## src/rtl/tick_timer.sv

```systemverilog
// tick_timer: programmable tick prescaler with blink toggle and a tick-driven
// countdown timer used by the traffic-light phase FSM to time light phases.
//
// Strobe semantics: restart, period_load and timer_load are single-cycle
// strobes sampled on the rising clk edge; there is no back-pressure, every
// strobe is accepted on the edge it is seen. Any of them clears the
// prescaler and suppresses a tick on that edge. period_err and timer_done are
// one-cycle registered pulses; tick is a one-cycle registered pulse.
module tick_timer #(
  parameter int CNT_WIDTH      = 25,
  parameter int DEFAULT_PERIOD = 27_000_000,
  parameter int SEC_WIDTH      = 8
) (
  input  logic                 clk,
  input  logic                 divider_reset_n,
  input  logic                 run,
  input  logic                 restart,
  input  logic [CNT_WIDTH-1:0] period_in,
  input  logic                 period_load,
  output logic                 period_err,
  output logic                 tick,
  output logic                 blink,
  input  logic [SEC_WIDTH-1:0] timer_value,
  input  logic                 timer_load,
  output logic                 timer_busy,
  output logic [SEC_WIDTH-1:0] timer_remaining,
  output logic                 timer_done,
  output logic                 timer_state
);

  localparam logic [CNT_WIDTH-1:0] DEF_PERIOD = CNT_WIDTH'(DEFAULT_PERIOD);
  localparam logic [CNT_WIDTH-1:0] MIN_PERIOD = CNT_WIDTH'(2);

  typedef enum logic {
    IDLE  = 1'b0,
    COUNT = 1'b1
  } state_t;

  state_t               state_q, state_d;
  logic [CNT_WIDTH-1:0] cnt_q;
  logic [CNT_WIDTH-1:0] period_q;
  logic [SEC_WIDTH-1:0] rem_d;
  logic                 busy_d;
  logic                 done_d;
  logic                 clear;
  logic                 term;

  // Any strobe restarts the prescaler so the next interval is a full period.
  assign clear = restart | period_load | timer_load;
  assign term  = run & (cnt_q == (period_q - CNT_WIDTH'(1))) & ~clear;

  // Debug view of the countdown FSM state.
  assign timer_state = (state_q == COUNT);

  // Prescaler count, period register, tick/blink and period error pulse.
  always_ff @(posedge clk or negedge divider_reset_n) begin
    if (!divider_reset_n) begin
      cnt_q      <= '0;
      period_q   <= DEF_PERIOD;
      tick       <= 1'b0;
      blink      <= 1'b0;
      period_err <= 1'b0;
    end else begin
      tick       <= 1'b0;
      period_err <= 1'b0;
      if (period_load) begin
        if (period_in >= MIN_PERIOD) begin
          period_q <= period_in;
        end else begin
          period_err <= 1'b1;
        end
      end
      if (clear) begin
        cnt_q <= '0;
      end else if (term) begin
        cnt_q <= '0;
        tick  <= 1'b1;
        blink <= ~blink;
      end else if (run) begin
        cnt_q <= cnt_q + CNT_WIDTH'(1);
      end
    end
  end

  // Countdown FSM state and registered timer outputs.
  always_ff @(posedge clk or negedge divider_reset_n) begin
    if (!divider_reset_n) begin
      state_q         <= IDLE;
      timer_remaining <= '0;
      timer_busy      <= 1'b0;
      timer_done      <= 1'b0;
    end else begin
      state_q         <= state_d;
      timer_remaining <= rem_d;
      timer_busy      <= busy_d;
      timer_done      <= done_d;
    end
  end

  // Next-state logic: a load always wins; otherwise count down on ticks.
  always_comb begin
    state_d = state_q;
    rem_d   = timer_remaining;
    busy_d  = timer_busy;
    done_d  = 1'b0;
    if (timer_load) begin
      if (timer_value == '0) begin
        state_d = IDLE;
        rem_d   = '0;
        busy_d  = 1'b0;
        done_d  = 1'b1;
      end else begin
        state_d = COUNT;
        rem_d   = timer_value;
        busy_d  = 1'b1;
      end
    end else if ((state_q == COUNT) && term) begin
      rem_d = timer_remaining - SEC_WIDTH'(1);
      if (timer_remaining == SEC_WIDTH'(1)) begin
        state_d = IDLE;
        busy_d  = 1'b0;
        done_d  = 1'b1;
      end
    end
  end

endmodule

```

## config.mk

```make
export PLATFORM = sky130hd
export DESIGN_NAME = tick_timer
export DESIGN_NICKNAME = d
export VERILOG_FILES = /design/src/rtl/tick_timer.sv
export SDC_FILE = /design/constraint.sdc
export NUM_CORES = 1
export LEC_CHECK = 0
export CORE_MARGIN = 10
export CORE_UTILIZATION = 30
export CTS_CLUSTER_DIAMETER = 200
export DETAILED_ROUTE_END_ITERATION = 8
export PLACE_DENSITY = 0.52
export SKIP_CTS_REPAIR_TIMING = 1
export SLEW_MARGIN = 20
export SYNTH_ARGS = -nofsm -noshare
export SYNTH_HDL_FRONTEND = slang
export SYNTH_SLANG_ARGS = --single-unit
```

## constraint.sdc

```tcl
create_clock -name clk -period 4.25 [get_ports clk]
set_input_delay 0.6375 -clock clk [delete_from_list [all_inputs] [get_ports clk]]
set_output_delay 0.6375 -clock clk [all_outputs]
set_load 0.005 [all_outputs]
```

==> run metrics, run 1 <==
status completed; CP Cell Sequence clkdlybuf4s50_1 > or4b_2 > a2111oi_0 > buf_4 > nand3_1 > nor4_1 > nand4_4 > o31ai_4 > buf_12 > o21bai_1 > mux2_2; # setup viols final 0; FF-to-FF path depth 11; vias in the first global route approximately 3,700; drt total wl 11.8 mm; drt initial violations 345; CP max stage delay roughly 700 ps; Crit. Startpoint timer_load; first-pass GRT wire length a little under 20 mm; Worst-path clk slew about 50 ps; die area approximately 20,000 µm²; Die Wd 139 µm; post-synthesis register bit count between 60 and 70; VDD IR max roughly 0.00016 V; Clock power frac 43.8%; crit path max fanout 31; combinational share of power 15.0%; drt first pass iters 5; Multi-input gate area about 2500 µm²; I/O pin count 53; mapped cell area 4280 µm²; P_int between 1 and 1.5 mW; P&R area growth vs syn 23.0%; remaining routing DRC violations 0; EDFF count, synth 0; Mapped Cells 468; Layout Utilization a little under two fifths; Crit. End Element register; Cells after DPL 683; fin crit share 86.2%; Yosys warnings 0; CTS tree yes; Post-synth ARST share between 90% and 100%; Total Nets Final around 560; Register Area roughly 1600 µm²; Non-Filler Instances ~700; highest clock rate about 270 MHz; PwrDens between 300 and 400 nW/µm²; Skew-Pair Late Insertion Delay 340 ps; setup_tns 0 ps; number of CTS-inserted buffers 9; # H-tree levels 3; post-route cell area 5270 µm²; HP Class input port to async pin; sequential area share after synthesis 37.2%; synthesized area per cell 9.15 µm²; final count of hold timing violations 0; Max Root-Sink Buffers 2; cell row count 43; vias 3,685; post-route ant nets 0; die height between 100 and 150 µm; GP Congestion between 0.8 and 0.9; share of cells above drive strength 1 around 16%; sw frac a little over a quarter; max-cap violation count 0; Primary FF master, synth dfrtp_1; clock root buffer clkbuf_16; Switch Pwr around 0.45 mW; Global Route Usage Sum around an eighth; initial core utilization a little under a third; CP required roughly 4500 ps; clk_skew 7.73 ps; Period minus WS final between 3000 and 4000 ps; CP max stage cell or4b_2; total power ~1.7 mW; # clock sinks 63; RR Startpoint period_q[0]$_DFFE_PN0P_; pin count of the biggest net entering global routing 37; Slew Viols, Final 0; slew at the pin closest to its max-slew limit ~700 ps; RSZ-0062 raised after global routing no; Port Buffer Count 52; Critical Path Start Type input port; kind of critical path input port to register; Arr. time, crit path approximately 3900 ps; Static Leakage roughly 2.1 nW; Core Region roughly 14,000 µm²; Flop pwr share approximately two fifths; DP HPWL about 9.0 mm; antenna cell count 0; DP Area 4970 µm²; Worst slew margin between 50% and 60%; filler cell count 1,381; DR WL/cell around 17 µm; initial antenna violation count 0; Via density about 5.3; Cell variety after synth 66; Net Count, Synth between 500 and 600; GRT overflow 0
[sequential cells by signal, indices dropped and copies added, names as in the netlist]
name             count
timer_busy           1
timer_remaining      8
cnt_q               25
period_err           1
blink                1
period_q            25
timer_done           1
tick                 1
[final cells by class]
type                    instances  share of cell area [%]
multi-input cells             367                    47.6
inverters                      12                   0.856
well taps                     180                    4.28
flip-flops and latches         63                    30.3
repair buffers                 61                    11.3
clock inverters                 6                    1.14
clock buffers                  10                    4.54
[cell usage in the layout, fill, tap and decap left out, types with 3 or more instances in the layout]
cell              n
nand2_1          53
clkdlybuf4s50_1  51
dfrtp_1          49
nor2_1           38
nor4_1           21
nor3_1           21
mux2_2           21
nand3_1          19
xor2_1           18
xnor2_1          18
dfstp_2          14
inv_1            12
o21ai_0          10
or3_1             9
clkbuf_16         9
buf_4             8
or4_1             7
a221o_1           7
a21o_1            7
a211o_1           7
a21oi_1           6
and3_1            6
nor3b_1           6
or2_2             6
nand3b_1          5
nand4_1           5
o21bai_1          5
nand2b_1          4
nor4b_1           4
nor2b_1           4
o211ai_1          4
a31oi_1           4
mux2i_1           4
ha_1              4
o2111ai_1         3
a211oi_1          3
a22oi_1           3
clkinv_2          3
[worst paths after layout]
| kind | endpoint | slack, ps |
|---|---|---|
| max in group asynchronous | period_q[6]$_DFFE_PN1P_ | 2970 |
| min in group clk | period_q[13]$_DFFE_PN1P_ | 480 |
| worst min-delay path | period_q[8]$_DFFE_PN0P_ | 340 |
| worst max register to register | cnt_q[11]$_DFFE_PN0P_ | 640 |
| worst min register to register | period_q[13]$_DFFE_PN1P_ | 480 |
| worst max-delay path | cnt_q[11]$_DFFE_PN0P_ | 590 |
[critical path, delay by kind of cell]
kind            cells  cell delay [ps]
buf+inv             3              870
compound gates      3              730
simple gates        4             1380
mux                 1              260
[through the flow]
stage                     worst slack [ps]  hold WS, ps
after floorplan                        767          342
after global placement                 267          472
after detailed placement               216          473
after CTS                              565          358
after global routing                   366          388
final                                  588          338
[power groups by stage]
stage	Combinational (mW)	Clock [mW]	Sequential, mW
after global placement	0.253	0	0.705
after detailed placement	0.256	0	0.706
after floorplan	0.166	0	0.681
after CTS	0.257	0.758	0.696
final	0.254	0.740	0.696
after global routing	0.282	0.789	0.704
[synth_stat cells (5+ instances only)]
cell type / instances / share of area, %
a211o_1: 7 / 1.4
a21o_1: 7 / 1.2
a21oi_1: 6 / 0.70
a221o_1: 7 / 1.6
and3_1: 6 / 0.88
buf_6: 5 / 1.3
clkbuf_1: 17 / 1.5
dfrtp_1: 49 / 29
dfstp_2: 14 / 8.6
inv_1: 12 / 1.1
mux2_2: 21 / 5.5
nand2_1: 53 / 4.6
nand3_1: 19 / 2.2
nand3b_1: 5 / 0.88
nand4_1: 5 / 0.73
nor2_1: 38 / 3.3
nor3_1: 21 / 2.5
nor3b_1: 6 / 1.1
nor4_1: 22 / 3.2
o21ai_0: 10 / 1.2
o21bai_1: 5 / 0.88
or2_2: 6 / 0.88
or3_1: 9 / 1.3
or4_1: 7 / 1.2
xnor2_1: 18 / 3.7
xor2_1: 18 / 3.7
[cell families (layout without fill, tap and decap cells)]
logic type	after synthesis	after routing	share of synthesized area (%)
flip-flops	63	63	37.2
adder cells (fa/ha/maj)	4	4	1.17
multiplexers	25	25	6.46
AO/OA/AOI/OAI	79	79	14.7
buffers and inverters	38	89	4.44
XOR/XNOR	36	36	7.37
AND/OR/NAND/NOR	223	223	28.6
[routing by layer]
metal	routed length (µm)	track usage, %
met1	5850	16.2
met2	5340	18.4
met3	378	2.08
met4	193	4.67
met5	0	0
Note: power is estimated with default switching activity, not from simulation.
==> run 2: changes to the inputs <==
Settings changed: DONT_BUFFER_PORTS set to 1, PLACE_DENSITY 0.52 to 0.48.
==> run 2 against run 1 <==
  * Register-to-register slack better by 30 ps
  * Non-clock buffer count is 56 lower
  * Wire length is 1.9% lower
  * Fmax up 2.3%
  * Worst hold slack lost 190 ps
  * Final area shrank 10%
  * First-iteration DRC count is 30% lower
  * Largest cell class unchanged
  * Largest power group unchanged
==> run metrics, run 2 (synthesized netlist as in run 1, its figures left out) <==
worst slack, placed ~650 ps; Static Leakage between 1.5 and 2 nW; HP Class input port to async pin; die area about 20,000 µm²; Via density ~5.4; drt total wl 11.5 mm; first-pass GRT wire length around 18 mm; most frequent cells in the layout nand2_1 (53), dfrtp_1 (49), nor2_1 (38); P&R area growth vs syn 10.7%; final count of hold timing violations 0; PwrDens ~350 nW/µm²; I/O pin count 53; kind of critical path register to register; remaining routing DRC violations 0; slew at the pin closest to its max-slew limit approximately 800 ps; DP HPWL around 8.6 mm; DR WL/cell 17.9 µm; # setup viols final 0; GRT overflow 0; Cells after DPL 626; clk_skew 8.78 ps; highest clock rate roughly 280 MHz; fin crit share between 80% and 90%; Skew-Pair Late Insertion Delay ~340 ps; # clock sinks between 60 and 70; die height approximately 140 µm; Crit. End Element register; initial antenna violation count 0; DP Area about 4400 µm²; drt initial violations between 200 and 250; Core Region around 14,000 µm²; post-route setup slack ~670 ps; antenna cell count 0; Critical Path Start Type register; post-route cell area 4740 µm²; crit path max fanout 36; pin count of the biggest net entering global routing 64; setup_tns 0 ps; filler cell count 1,415; Max Root-Sink Buffers 2; number of CTS-inserted buffers 9; Worst-path clk slew 50 ps; VDD IR max between 0.00015 and 0.0002 V; drt first pass iters 4; status completed; Global Route Usage Sum a little under an eighth; total power ~1.7 mW; Port Buffer Count 0; RSZ-0062 raised after global routing no; Regs by FF count cnt_q: 25 flops, period_q: 25 flops, timer_remaining: 8 flops; Total Nets Final ~500; initial core utilization 30.7%; vias roughly 3,500; post-route ant nets 0; cell row count between 40 and 50; GP Congestion approximately 0.81; max-cap violation count 0; clock root buffer clkbuf_16; Arr. time, crit path 3800 ps; Die Wd ~140 µm; CTS tree yes; Non-Filler Instances 643; most common cell after layout, fill and taps aside nand2_1; Worst slew margin 46.2%; vias in the first global route approximately 3,200; share of cells above drive strength 1 16.2%; CP required around 4500 ps; Period minus WS final approximately 3600 ps; Slew Viols, Final 0; # H-tree levels 3
[run 2: changes by cell type in the layout (fill, tap and decap cells not counted), sizes merged]
cell           change
buf                -5
clkbuf             +3
clkdlybuf4s50     -51
clkinv             -1
clkinvlp           -2
[run 2: final cells by class]
type,count,area (µm²),share of cell area (%)
multi-input cells,367,2510,52.9
flip-flops and latches,63,1590,33.6
clock buffers,13,270,5.70
repair buffers,5,57.6,1.21
inverters,12,45.0,0.951
well taps,180,225,4.75
clock inverters,3,40.0,0.845
[run 2: layer usage]
metal	wire length (µm)	track usage [%]
met1	5470	15.7
met2	5170	17.2
met3	786	3.61
met4	120	3.90
met5	0	0
[run 2: report_power, final]
group	switching [mW]	total [mW]	leakage, nW	internal [mW]
Sequential	0.0553	0.699	0.777	0.643
Clock	0.270	0.770	0.156	0.500
Combinational	0.103	0.189	0.940	0.0860
Total	0.429	1.66	1.87	1.23
[run 2: path summary, 6_finish.rpt]
path | start | endpoint | slack [ps] | cells after the start
min in group clk | period_in[13] | period_q[13]$_DFFE_PN1P_ | 390 | 2
max in group asynchronous | divider_reset_n | timer_remaining[7]$_DFFE_PN0P_ | 3850 | 1
worst min register to register | period_q[13]$_DFFE_PN1P_ | period_q[13]$_DFFE_PN1P_ | 490 | 2
worst max register to register | period_q[0]$_DFFE_PN0P_ | cnt_q[11]$_DFFE_PN0P_ | 670 | 11
worst max-delay path | period_q[0]$_DFFE_PN0P_ | cnt_q[11]$_DFFE_PN0P_ | 670 | 11
worst min-delay path | divider_reset_n | period_q[15]$_DFFE_PN1P_ | 150 | 0
[run 2: stage by stage]
step                hold WS, ps  utilization [%]
finish                      149             34.0
global route                132             34.0
CTS                       -15.4             33.8
detailed placement          347             31.6
global placement            347             31.6
floorplan                   342                -
[run 2: worst max-delay path, cell delays in order (launching register included)]
cell and delay (ps):
dfrtp_1 430, inv_1 80, ha_1 220, or4b_1 580
a2111oi_0 340, nor3_1 150, nor4_1 470, nand4_4 210
o31ai_4 200, buf_4 380, o21bai_1 120, mux2_2 270
==> run 3: changes to the inputs <==
Clock period 4.25 ns to 3.7 ns, I/O delays scaled along.
==> run 3 against run 2 <==
  * Register-to-register slack got worse by 370 ps
  * Worst hold slack got worse by 88 ps
  * Fmax is 5.2% higher
  * Combinational power up 21%
  * Highest routed layer unchanged
  * Clock power rose by 29%
  * Critical endpoint is now timer_remaining[4]$_DFFE_PN0P_
==> run metrics, run 3 (synthesized netlist as in run 1, its figures left out) <==
CP Cell Sequence inv_1 > ha_1 > or4b_1 > or4_1 > o21ai_0 > o211a_1 > nand4_4 > nor4b_4 > buf_4 > mux2i_1 > a211o_1; drt initial violations 205; combinational share of power 11.3%; Slew Viols, Final 0; kind of critical path register to register; I/O pin count 53; DP HPWL around 8.6 mm; die area 19,400 µm²; # clock sinks 63; highest clock rate 294 MHz; fin crit share slightly above 90%; GRT overflow 0; # H-tree levels 3; most common cell after layout, fill and taps aside nand2_1; initial antenna violation count 0; cell row count 43; Core Region between 10,000 and 15,000 µm²; CP required approximately 4000 ps; Regs by FF count cnt_q: 25 flops, period_q: 25 flops, timer_remaining: 8 flops; vias in the first global route 3,427; FF-to-FF path depth 11; filler cell count about 1,400; share of cells above drive strength 1 between 10% and 20%; Switch Pwr approximately 0.50 mW; slew at the pin closest to its max-slew limit 733 ps; Total Nets Final just over 500; Clock power frac approximately half; pin count of the biggest net entering global routing between 60 and 70; number of CTS-inserted buffers 9; WHS slightly above 60 ps; Critical Path Stages 11; Crit. End Element register; Critical Path Start Type register; Cells after DPL 633; setup_tns 0 ps; final count of hold timing violations 0; DR WL/cell around 18 µm; initial core utilization 30.7%; Period minus WS final 3410 ps; clk_skew 7.56 ps; CP max stage cell or4_1; Worst-path clk slew 60 ps; total power 2.02 mW; HP Class input port to async pin; Flop pwr share between 30% and 40%; Max Root-Sink Buffers 2; P_int around 1.5 mW; CP Buf/Inv Count 2; P&R area growth vs syn 13.1%; Arr. time, crit path roughly 3600 ps; post-route cell area 4840 µm²; vias ~3,500; die height 139 µm; status completed; # setup viols final 0; drt first pass iters 4; Port Buffer Count 0; Global Route Usage Sum 11.6%; Die Wd about 140 µm; remaining routing DRC violations 0; Via density about 5.4; RSZ-0062 raised after global routing no; Non-Filler Instances between 600 and 700; VDD IR max between 0.0002 and 0.00025 V; crit path max fanout 13; PwrDens roughly 420 nW/µm²; Worst slew margin ~50%; Static Leakage between 1.5 and 2 nW; clock root buffer clkbuf_16; GP Congestion 0.854; drt total wl 11.5 mm; Crit path max-delay family simple AND/OR/NAND/NOR gates; CTS tree yes; Skew-Pair Late Insertion Delay 340 ps; sw frac 24.9%; most frequent cells in the layout nand2_1 (53), dfrtp_1 (49), nor2_1 (38); max-cap violation count 0; first-pass GRT wire length around 19 mm; post-route ant nets 0; antenna cell count 0; CP max stage delay between 600 and 700 ps; DP Area approximately 4500 µm²
[run 3: changes by cell type in the layout (fill, tap and decap cells not counted)]
| cell | previous run | this run |
|---|---|---|
| clkbuf_1 | 1 | 0 |
| buf_4 | 4 | 10 |
| clkbuf_8 | 3 | 1 |
| buf_12 | 0 | 1 |
| clkinvlp_4 | 0 | 1 |
| bufinv_16 | 1 | 3 |
[run 3: worst paths after layout]
check	start	slack, ps	to
worst min register to register	period_q[13]$_DFFE_PN1P_	490	period_q[13]$_DFFE_PN1P_
worst max-delay path	period_q[0]$_DFFE_PN0P_	290	timer_remaining[4]$_DFFE_PN0P_
max in group asynchronous	divider_reset_n	3380	timer_remaining[2]$_DFFE_PN0P_
worst max register to register	period_q[0]$_DFFE_PN0P_	290	timer_remaining[4]$_DFFE_PN0P_
min in group clk	period_in[12]	310	period_q[12]$_DFFE_PN1P_
worst min-delay path	divider_reset_n	60	period_q[6]$_DFFE_PN1P_
[run 3: power groups by stage]
stage,Sequential [mW],Clock [mW],Combinational (mW)
after floorplan,0.782,0,0.191
after global placement,0.808,0,0.210
after CTS,0.797,1.02,0.214
after detailed placement,0.809,0,0.213
final,0.797,0.995,0.228
after global routing,0.805,1.04,0.255
[run 3: area by class of cell]
| type | count | area [µm²] | share of cell area [%] |
|---|---|---|---|
| multi-input combinational | 367 | 2510 | 51.8 |
| sequential | 63 | 1590 | 32.9 |
| clock buffer | 10 | 239 | 4.94 |
| tap | 180 | 225 | 4.65 |
| timing repair buffer | 12 | 123 | 2.53 |
| clock inverter | 6 | 108 | 2.22 |
| inverter | 12 | 45.0 | 0.931 |
[run 3: worst reg2reg max path, stage by stage (launching register included)]
cell     delay (ps)
dfrtp_1         420
inv_1            80
ha_1            210
or4b_1          570
or4_1           620
o21ai_0         140
o211a_1         240
nand4_4         150
nor4b_4         260
buf_4           250
mux2i_1         100
a211o_1         260
[run 3: layer usage]
| metal | share of wire [%] | GRT usage (%) | wire length [µm] | vias up |
|---|---|---|---|---|
| met5 | 0 | 0 | 0 | - |
| met4 | 1.0 | 4.17 | 119 | 0 |
| met3 | 5.0 | 3.10 | 582 | 9 |
| met2 | 46 | 17.9 | 5320 | 78 |
| met1 | 48 | 15.3 | 5520 | 1691 |
| li1 | - | - | - | 1729 |
[run 3: per-stage QoR]
stage          setup slack (ps)  utilization [%]
2_1_floorplan               299                -
3_3_place_gp                194             32.0
3_5_place_dp                218             32.0
4_1_cts                     291             34.5
5_1_grt                    84.3             34.7
6_report                    295             34.7
